`src/rtl/hazard_scheduler.sv`:
```
// Hazard controller for the 5-stage RV32I pipeline: operand forwarding selects,
// load-use bubble insertion, data-memory freeze with timeout, and a stall counter.
module hazard_scheduler #(
  parameter int REG_ADDR_WIDTH = 5,
  parameter int MAX_MEM_WAIT   = 15
) (
  input  logic                      clk,
  input  logic                      reset_n,
  input  logic [REG_ADDR_WIDTH-1:0] ID_rs1,
  input  logic [REG_ADDR_WIDTH-1:0] ID_rs2,
  input  logic                      ID_uses_rs1,
  input  logic                      ID_uses_rs2,
  input  logic [REG_ADDR_WIDTH-1:0] EX_rs1,
  input  logic [REG_ADDR_WIDTH-1:0] EX_rs2,
  input  logic                      EX_uses_rs1,
  input  logic                      EX_uses_rs2,
  input  logic [REG_ADDR_WIDTH-1:0] EX_rd,
  input  logic                      EX_reg_write,
  input  logic [6:0]                EX_opcode,
  input  logic [REG_ADDR_WIDTH-1:0] MEM_rd,
  input  logic                      MEM_reg_write,
  input  logic                      MEM_mem_req,
  input  logic                      dmem_ready,
  input  logic [REG_ADDR_WIDTH-1:0] WB_rd,
  input  logic                      WB_reg_write,
  output logic [1:0]                hazard_op,
  output logic [1:0]                wb_hazard_op,
  output logic                      pc_stall,
  output logic                      IF_ID_stall,
  output logic                      ID_EX_stall,
  output logic                      ID_EX_flush,
  output logic                      EX_MEM_stall,
  output logic                      MEM_WB_flush,
  output logic                      mem_timeout,
  output logic [31:0]               stall_cycle_count
);

  localparam logic [6:0] OPCODE_LOAD = 7'b0000011;
  localparam logic [7:0] MAX_WAIT    = 8'(MAX_MEM_WAIT);
  localparam logic [REG_ADDR_WIDTH-1:0] REG_ZERO = {REG_ADDR_WIDTH{1'b0}};

  typedef enum logic [1:0] {
    RUN         = 2'd0,
    LOAD_BUBBLE = 2'd1,
    MEM_WAIT    = 2'd2,
    TIMEOUT     = 2'd3
  } state_t;

  state_t     state_r;
  logic [7:0] wait_cnt_r;
  logic [7:0] wait_nxt_s;
  logic       mem_busy_s;
  logic       load_use_s;
  logic       freeze_s;
  logic       bubble_s;
  logic       mem_fwd1_s, mem_fwd2_s, wb_fwd1_s, wb_fwd2_s;

  function automatic logic fwd_match(input logic wr, input logic [REG_ADDR_WIDTH-1:0] rd,
                                     input logic [REG_ADDR_WIDTH-1:0] src, input logic uses);
    return wr & (rd != REG_ZERO) & (rd == src) & uses;
  endfunction

  assign mem_busy_s = MEM_mem_req & ~dmem_ready;
  assign load_use_s = (EX_opcode == OPCODE_LOAD) & EX_reg_write & (EX_rd != REG_ZERO) &
                      ((ID_uses_rs1 & (ID_rs1 == EX_rd)) | (ID_uses_rs2 & (ID_rs2 == EX_rd)));
  assign wait_nxt_s = wait_cnt_r + 8'd1;

  assign mem_fwd1_s = fwd_match(MEM_reg_write, MEM_rd, EX_rs1, EX_uses_rs1);
  assign mem_fwd2_s = fwd_match(MEM_reg_write, MEM_rd, EX_rs2, EX_uses_rs2);
  assign wb_fwd1_s  = fwd_match(WB_reg_write, WB_rd, EX_rs1, EX_uses_rs1);
  assign wb_fwd2_s  = fwd_match(WB_reg_write, WB_rd, EX_rs2, EX_uses_rs2);

  // Freeze/bubble decision from state; the release cycle of MEM_WAIT re-checks load-use.
  always_comb begin
    freeze_s = 1'b0;
    bubble_s = 1'b0;
    case (state_r)
      RUN, MEM_WAIT: begin
        if (mem_busy_s) begin
          freeze_s = 1'b1;
        end else if (load_use_s) begin
          bubble_s = 1'b1;
        end else begin
          bubble_s = 1'b0;
        end
      end
      LOAD_BUBBLE: begin
        if (mem_busy_s) begin
          freeze_s = 1'b1;
        end else begin
          freeze_s = 1'b0;
        end
      end
      TIMEOUT: freeze_s = 1'b1;
      default: freeze_s = 1'b1;
    endcase
  end

  // Output drive; everything combinational is held at zero while in reset.
  always_comb begin
    hazard_op    = 2'b00;
    wb_hazard_op = 2'b00;
    pc_stall     = 1'b0;
    IF_ID_stall  = 1'b0;
    ID_EX_stall  = 1'b0;
    ID_EX_flush  = 1'b0;
    EX_MEM_stall = 1'b0;
    MEM_WB_flush = 1'b0;
    if (reset_n) begin
      hazard_op    = {mem_fwd2_s, mem_fwd1_s};
      wb_hazard_op = {wb_fwd2_s & ~mem_fwd2_s, wb_fwd1_s & ~mem_fwd1_s};
      pc_stall     = freeze_s | bubble_s;
      IF_ID_stall  = freeze_s | bubble_s;
      ID_EX_stall  = freeze_s;
      ID_EX_flush  = bubble_s;
      EX_MEM_stall = freeze_s;
      MEM_WB_flush = freeze_s;
    end else begin
      hazard_op    = 2'b00;
      wb_hazard_op = 2'b00;
    end
  end

  // Scheduler state, memory-wait counter, sticky timeout and stall counter.
  always_ff @(posedge clk) begin
    if (!reset_n) begin
      state_r           <= RUN;
      wait_cnt_r        <= 8'd0;
      mem_timeout       <= 1'b0;
      stall_cycle_count <= 32'd0;
    end else begin
      if (pc_stall && (stall_cycle_count != 32'hFFFF_FFFF)) begin
        stall_cycle_count <= stall_cycle_count + 32'd1;
      end
      case (state_r)
        RUN, LOAD_BUBBLE: begin
          if (mem_busy_s) begin
            wait_cnt_r <= 8'd1;
            if (8'd1 >= MAX_WAIT) begin
              state_r     <= TIMEOUT;
              mem_timeout <= 1'b1;
            end else begin
              state_r <= MEM_WAIT;
            end
          end else if ((state_r == RUN) && load_use_s) begin
            state_r <= LOAD_BUBBLE;
          end else begin
            state_r <= RUN;
          end
        end
        MEM_WAIT: begin
          if (mem_busy_s) begin
            wait_cnt_r <= wait_nxt_s;
            if (wait_nxt_s >= MAX_WAIT) begin
              state_r     <= TIMEOUT;
              mem_timeout <= 1'b1;
            end
          end else begin
            wait_cnt_r <= 8'd0;
            state_r    <= load_use_s ? LOAD_BUBBLE : RUN;
          end
        end
        TIMEOUT: mem_timeout <= 1'b1;
        default: state_r <= RUN;
      endcase
    end
  end

endmodule

```
`config.mk`:
```
export PLATFORM = sky130hd
export DESIGN_NAME = hazard_scheduler
export DESIGN_NICKNAME = d
export VERILOG_FILES = /design/src/rtl/hazard_scheduler.sv
export SDC_FILE = /design/constraint.sdc
export NUM_CORES = 1
export LEC_CHECK = 0
export ABC_AREA = 0
export BUFFER_PORTS_ARGS = -buffer_cell sky130_fd_sc_hd__clkbuf_2
export CAP_MARGIN = 0
export CELL_PAD_IN_SITES_DETAIL_PLACEMENT = 1
export CELL_PAD_IN_SITES_GLOBAL_PLACEMENT = 2
export CORE_UTILIZATION = 29
export CTS_BUF_LIST = sky130_fd_sc_hd__clkbuf_4 sky130_fd_sc_hd__clkbuf_8
export DETAILED_ROUTE_END_ITERATION = 8
export PLACE_DENSITY = 0.88
export RECOVER_POWER = 25
export SLEW_MARGIN = 10
export SYNTH_ARGS = -nofsm -noshare
export SYNTH_HDL_FRONTEND = slang
export SYNTH_SLANG_ARGS = --single-unit
```
`constraint.sdc`:
```
create_clock -name clk -period 2.61 [get_ports clk]
set_input_delay 0 -clock clk [delete_from_list [all_inputs] [get_ports clk]]
set_output_delay 0 -clock clk [all_outputs]
set_load 0.02 [all_outputs]
```
# Yosys cells after proc, flatten, opt, wreduce, memory -nomap -nowiden
# Index checks and enable logic that the tools add are counted.
# op_classes
reduce_logical	14
eq_ne	15
muxes	22
addsub	2
order_cmp	1
bitwise_logic	23
# op_table
cell	n
32-bit by 1-bit adder with 32-bit output, second input constant	1
32-bit inequality test, second input constant	1
5-bit == test	6
1-bit AND	18
8-bit two-way mux	2
8-bit one-hot mux with 2 select lines	1
5-bit nonzero test	3
1-bit two-way mux	11
2-bit two-way mux	5
8-bit by 1-bit adder with 8-bit output, second input constant	1
8-bit by 4-bit greater-or-equal comparator with 1-bit output, second input constant	1
7-bit by 2-bit == test with 1-bit output, second input constant	1
2-bit inequality test, second input constant	3
2-bit == test, second input constant	2
1-bit one-hot mux with 2 select lines	2
2-bit one-hot mux with 2 select lines	1
2-bit AND reduction	2
2-bit nonzero test	2
2-bit OR reduction	2
3-bit inequality test, second input constant	1
1-bit inverter	3
3-bit AND reduction	1
3-bit OR reduction	1
2-bit by 1-bit == test with 1-bit output, second input constant	1
3 further kinds	5
# word_totals
output_inout_bits	43
inputBits	53
regBits	43

# Depth between registers and ports, before layout
# depth
depth_word	10
depth_mapped	9
ltp_nobuf	7

# Worst setup path after synthesis
# Ideal clock, no wire load.
# synth_timing
path_kind	reg-to-reg
startpoint	reg stall_cycle_count[10]
endpoint	reg stall_cycle_count[29]
arrival_ns	2.146
required_time_ns	2.539
period_less_slack_ns	2.217
path_stages_with_launch	7
slack_ns	0.393
path_buffers	0
path_cell_list	dfxtp_1 -> nand4_2 -> nor4_4 -> and2_1 -> or3b_1 -> or4_1 -> a21oi_1
# synth_via
elab_chain_cells	2
elab_cells_between_ends	3
classes_between	add/sub: 1; eq/ne: 1; reduce/logical: 1
# synth_rtl
element	line	rtl
start, declared	35	output logic [31:0] stall_cycle_count
start signal, assigned	133	stall_cycle_count <= stall_cycle_count + 32'd1;
parallel branches: the longest is 2 deep, another holds 32-bit by 1-bit adder with 32-bit output	n/a	
# Several ways; the timed one is not identified.
# A chain may end at the register's enable or synchronous reset.

# Final worst setup path
# layout_timing
startpoint	reg stall_cycle_count[11]
endpoint	reg stall_cycle_count[29]
# Same word-level chain as after synthesis.

==> results.cfg <==
[worst_setup_path]
r2r_start = stall_cycle_count[11]
critPathKind = flip-flop to flip-flop
end_kind = flip-flop
crit_buf_inv = 0
crit_path_start = stall_cycle_count[11]
cp-start-kind = flip-flop
crit_slowest_cell = dfxtp_1
arrival_ps = 2500
critical-path-top-delay-family = simple AND/OR/NAND/NOR gates
crit_fanout = 7
max_stage_delay_ps = 450
path_cells = nand4_2, nor4_4, and2_1, or3b_1, or4_1, a21oi_1
required_ps = 2840

[drt]
drc = 1
drt_iter0_markers = 87
avgViaCountPerCell = 5.447
drt_wl_total_mm = 8.274
wire_per_inst_um = 15.21
via_count = 2963
ant_nets = 0
dr.pass1.iters = 8

[sta]
fin_crit_ps = 2270
hold_viol = 0
rsz0062_at_grt = false
setup_violations = 0
slew_headroom = 0.4857
fin_tns_setup_ps = 0
finalClockSkew_ps = 10.28
period_share = 0.8696
report.final.slew_viol_count = 0
fmax_mhz = 440.6
tightest_slew_ps = 763.4

[global_route]
met2_usage = 0.3077
grt_max_degree = 31
grt_usage = 0.1728
first_global_vias = 2984
busiest_layer = met2
grt_overflow = 0
antenna_found_initial = 0
grt_use_met1 = 0.2109
grt_pass1_wl_mm = 13.83
use_met3 = 0.03443

[finish]
n_antenna_cell = 0
fillers = 1151
drive_above_1_share = 0.2309
finalNetCount = 489
final_area_um2 = 3437
area_delta_synth_final_pct = 24.98

[cts]
clockBufferDepth = 2
cts_resized = 0
root_buffer = clkbuf_8
postCtsHoldBufs = 0
path_clk_slew_ps = 90
clk_latency_ps = 300
cts_sinks = 43
cts_setup_buffers = 0
cts_max_level = 2
cts_tree = yes
numCtsBuffers = 5

[yosys]
yosysUniqueCellTypes = 51
ys_seq_elements = 43
syn_area_per_cell_um2 = 8.065
ys_warn_count = 0
yosysSeqAreaShare = 0.3130
synthTopCellsByArea = dfxtp_1, or4_1, o31ai_1
mappedNetlistNets = 397
synth_edf_count = 0
synth_top_cell_area_share = 0.3130
synthFlopType = dfxtp_1
netlist_instances = 341
synthesis.area_um2 = 2750
synth_top_area_cell = dfxtp_1
ys_async_sr_fraction = 0

[place]
gp_congestion = 0.8218
post_dp_cell_area_um2 = 3356
port_buffers = 95
hpwl_mm = 6.378

[pwr]
power_density_nw_per_um2 = 394.4
peakVddDrop_v = 0.0001633
p_leak_nw = 1.275

[run]
drv_cap = 0

[floorplanning]
die_w_um = 99.38
ios = 96
core_area_um2 = 9196
die-area_um2 = 9876
fp-row-count = 35
start_util = 0.2990
fp.dieH_um = 99.38

[run_status]
violations = DRC
outcome = finished with violations

[hold_path]
holdCritStartpoint = dmem_ready
hold_path_class = input pin to flip-flop
[metal layers]
layer | vias to the layer above | part of all wire
li1 | 1479 | -
met1 | 1413 | 0.44
met2 | 63 | 0.50
met3 | 8 | 0.042
met4 | 0 | 0.012
met5 | - | 0
[synthesized netlist by cell type (3+ instances only)]
cell      instances
mux2i_1           7
o31ai_1          19
ha_1              3
and2_1            5
nand4_1          12
xnor2_1          14
dfxtp_1          43
nor2_1           22
and3_1            6
nand2b_1          3
clkbuf_1          9
nand2_1          24
inv_1             8
a21oi_1          28
buf_2             7
o41ai_1           3
buf_4             3
xor2_1           16
o22ai_1           3
or4_1            20
nand3_1          21
nor3_1           10
o21ai_0           9
nor4_1           10
[final timing paths]
check,endpoint,slack [ps],cells after the start
worst min register to register,mem_timeout,490,1
worst max register to register,stall_cycle_count[29],340,6
worst max-delay path,stall_cycle_count[29],340,6
worst min-delay path,state_r[1],70,4
[state kept, by name (all words and copies together), names as in the netlist]
| signal | flops |
|---|---|
| stall_cycle_count | 32 |
| wait_cnt_r | 8 |
| state_r | 2 |
| mem_timeout | 1 |
[worst register-to-register path: stages (launching register included)]
cell and delay, ps:
dfxtp_1 450, nand4_2 200, nor4_4 420, and2_1 220
or3b_1 370, or4_1 400, a21oi_1 150
[final cells by class]
| cell class | instances | area (um2) | share of cell area |
|---|---|---|---|
| Tap cell | 111 | 138.9 | 0.04041 |
| Inverter | 9 | 33.78 | 0.009829 |
| Clock buffer | 6 | 76.32 | 0.02221 |
| Sequential cell | 43 | 860.8 | 0.2505 |
| Timing Repair Buffer | 105 | 538.0 | 0.1565 |
| Clock inverter | 1 | 30.03 | 0.008737 |
| Multi-Input combinational cell | 269 | 1759 | 0.5118 |
[cell families (layout without fill, tap and decap cells)]
kind of cell	after synthesis	count (layout)	share of synthesized area
adders and majority gates	3	3	0.01365
DFF	43	43	0.3130
muxes	7	7	0.02548
AOI/OAI and AO/OA	78	78	0.1879
xor gates and xnor gates	30	30	0.09554
and+or+nand+nor	151	151	0.3171
buffers and inverters	29	121	0.04731
[per-stage QoR]
stage               setup slack [ps]    util  hold WS, ps  std cells  power (mW)
finish                         340.4  0.3737        72.76        544       1.356
detailed placement             365.9  0.3649        346.8        537      0.8489
floorplan                      393.2       -        136.6        341      0.7662
global route                   197.0  0.3737        86.67        544       1.420
CTS                            343.0  0.3765        66.25        544       1.376
global placement               438.1  0.3649        347.4        537      0.8442
[power by group]
group	total, mW	leakage [nW]	switching (mW)	internal (mW)
sequential	0.663	0.347	0.00471	0.659
combinational	0.167	0.874	0.0931	0.0739
clock	0.525	0.0547	0.234	0.291
total	1.36	1.28	0.332	1.02
[layout by cell type (no fill, tap or decap), types with 7 or more instances in the layout]
| master | n |
|---|---|
| inv_1 | 8 |
| xnor2_1 | 14 |
| dfxtp_1 | 43 |
| nand2_1 | 24 |
| o31ai_1 | 19 |
| a21oi_1 | 28 |
| nand3_1 | 21 |
| clkbuf_1 | 20 |
| mux2i_1 | 7 |
| nor3_1 | 10 |
| o21ai_0 | 9 |
| xor2_1 | 16 |
| nand4_1 | 12 |
| buf_4 | 9 |
| clkbuf_2 | 75 |
| nor2_1 | 22 |
| nor4_1 | 10 |
| or4_1 | 20 |
Note: power is estimated with default switching activity, not from simulation.
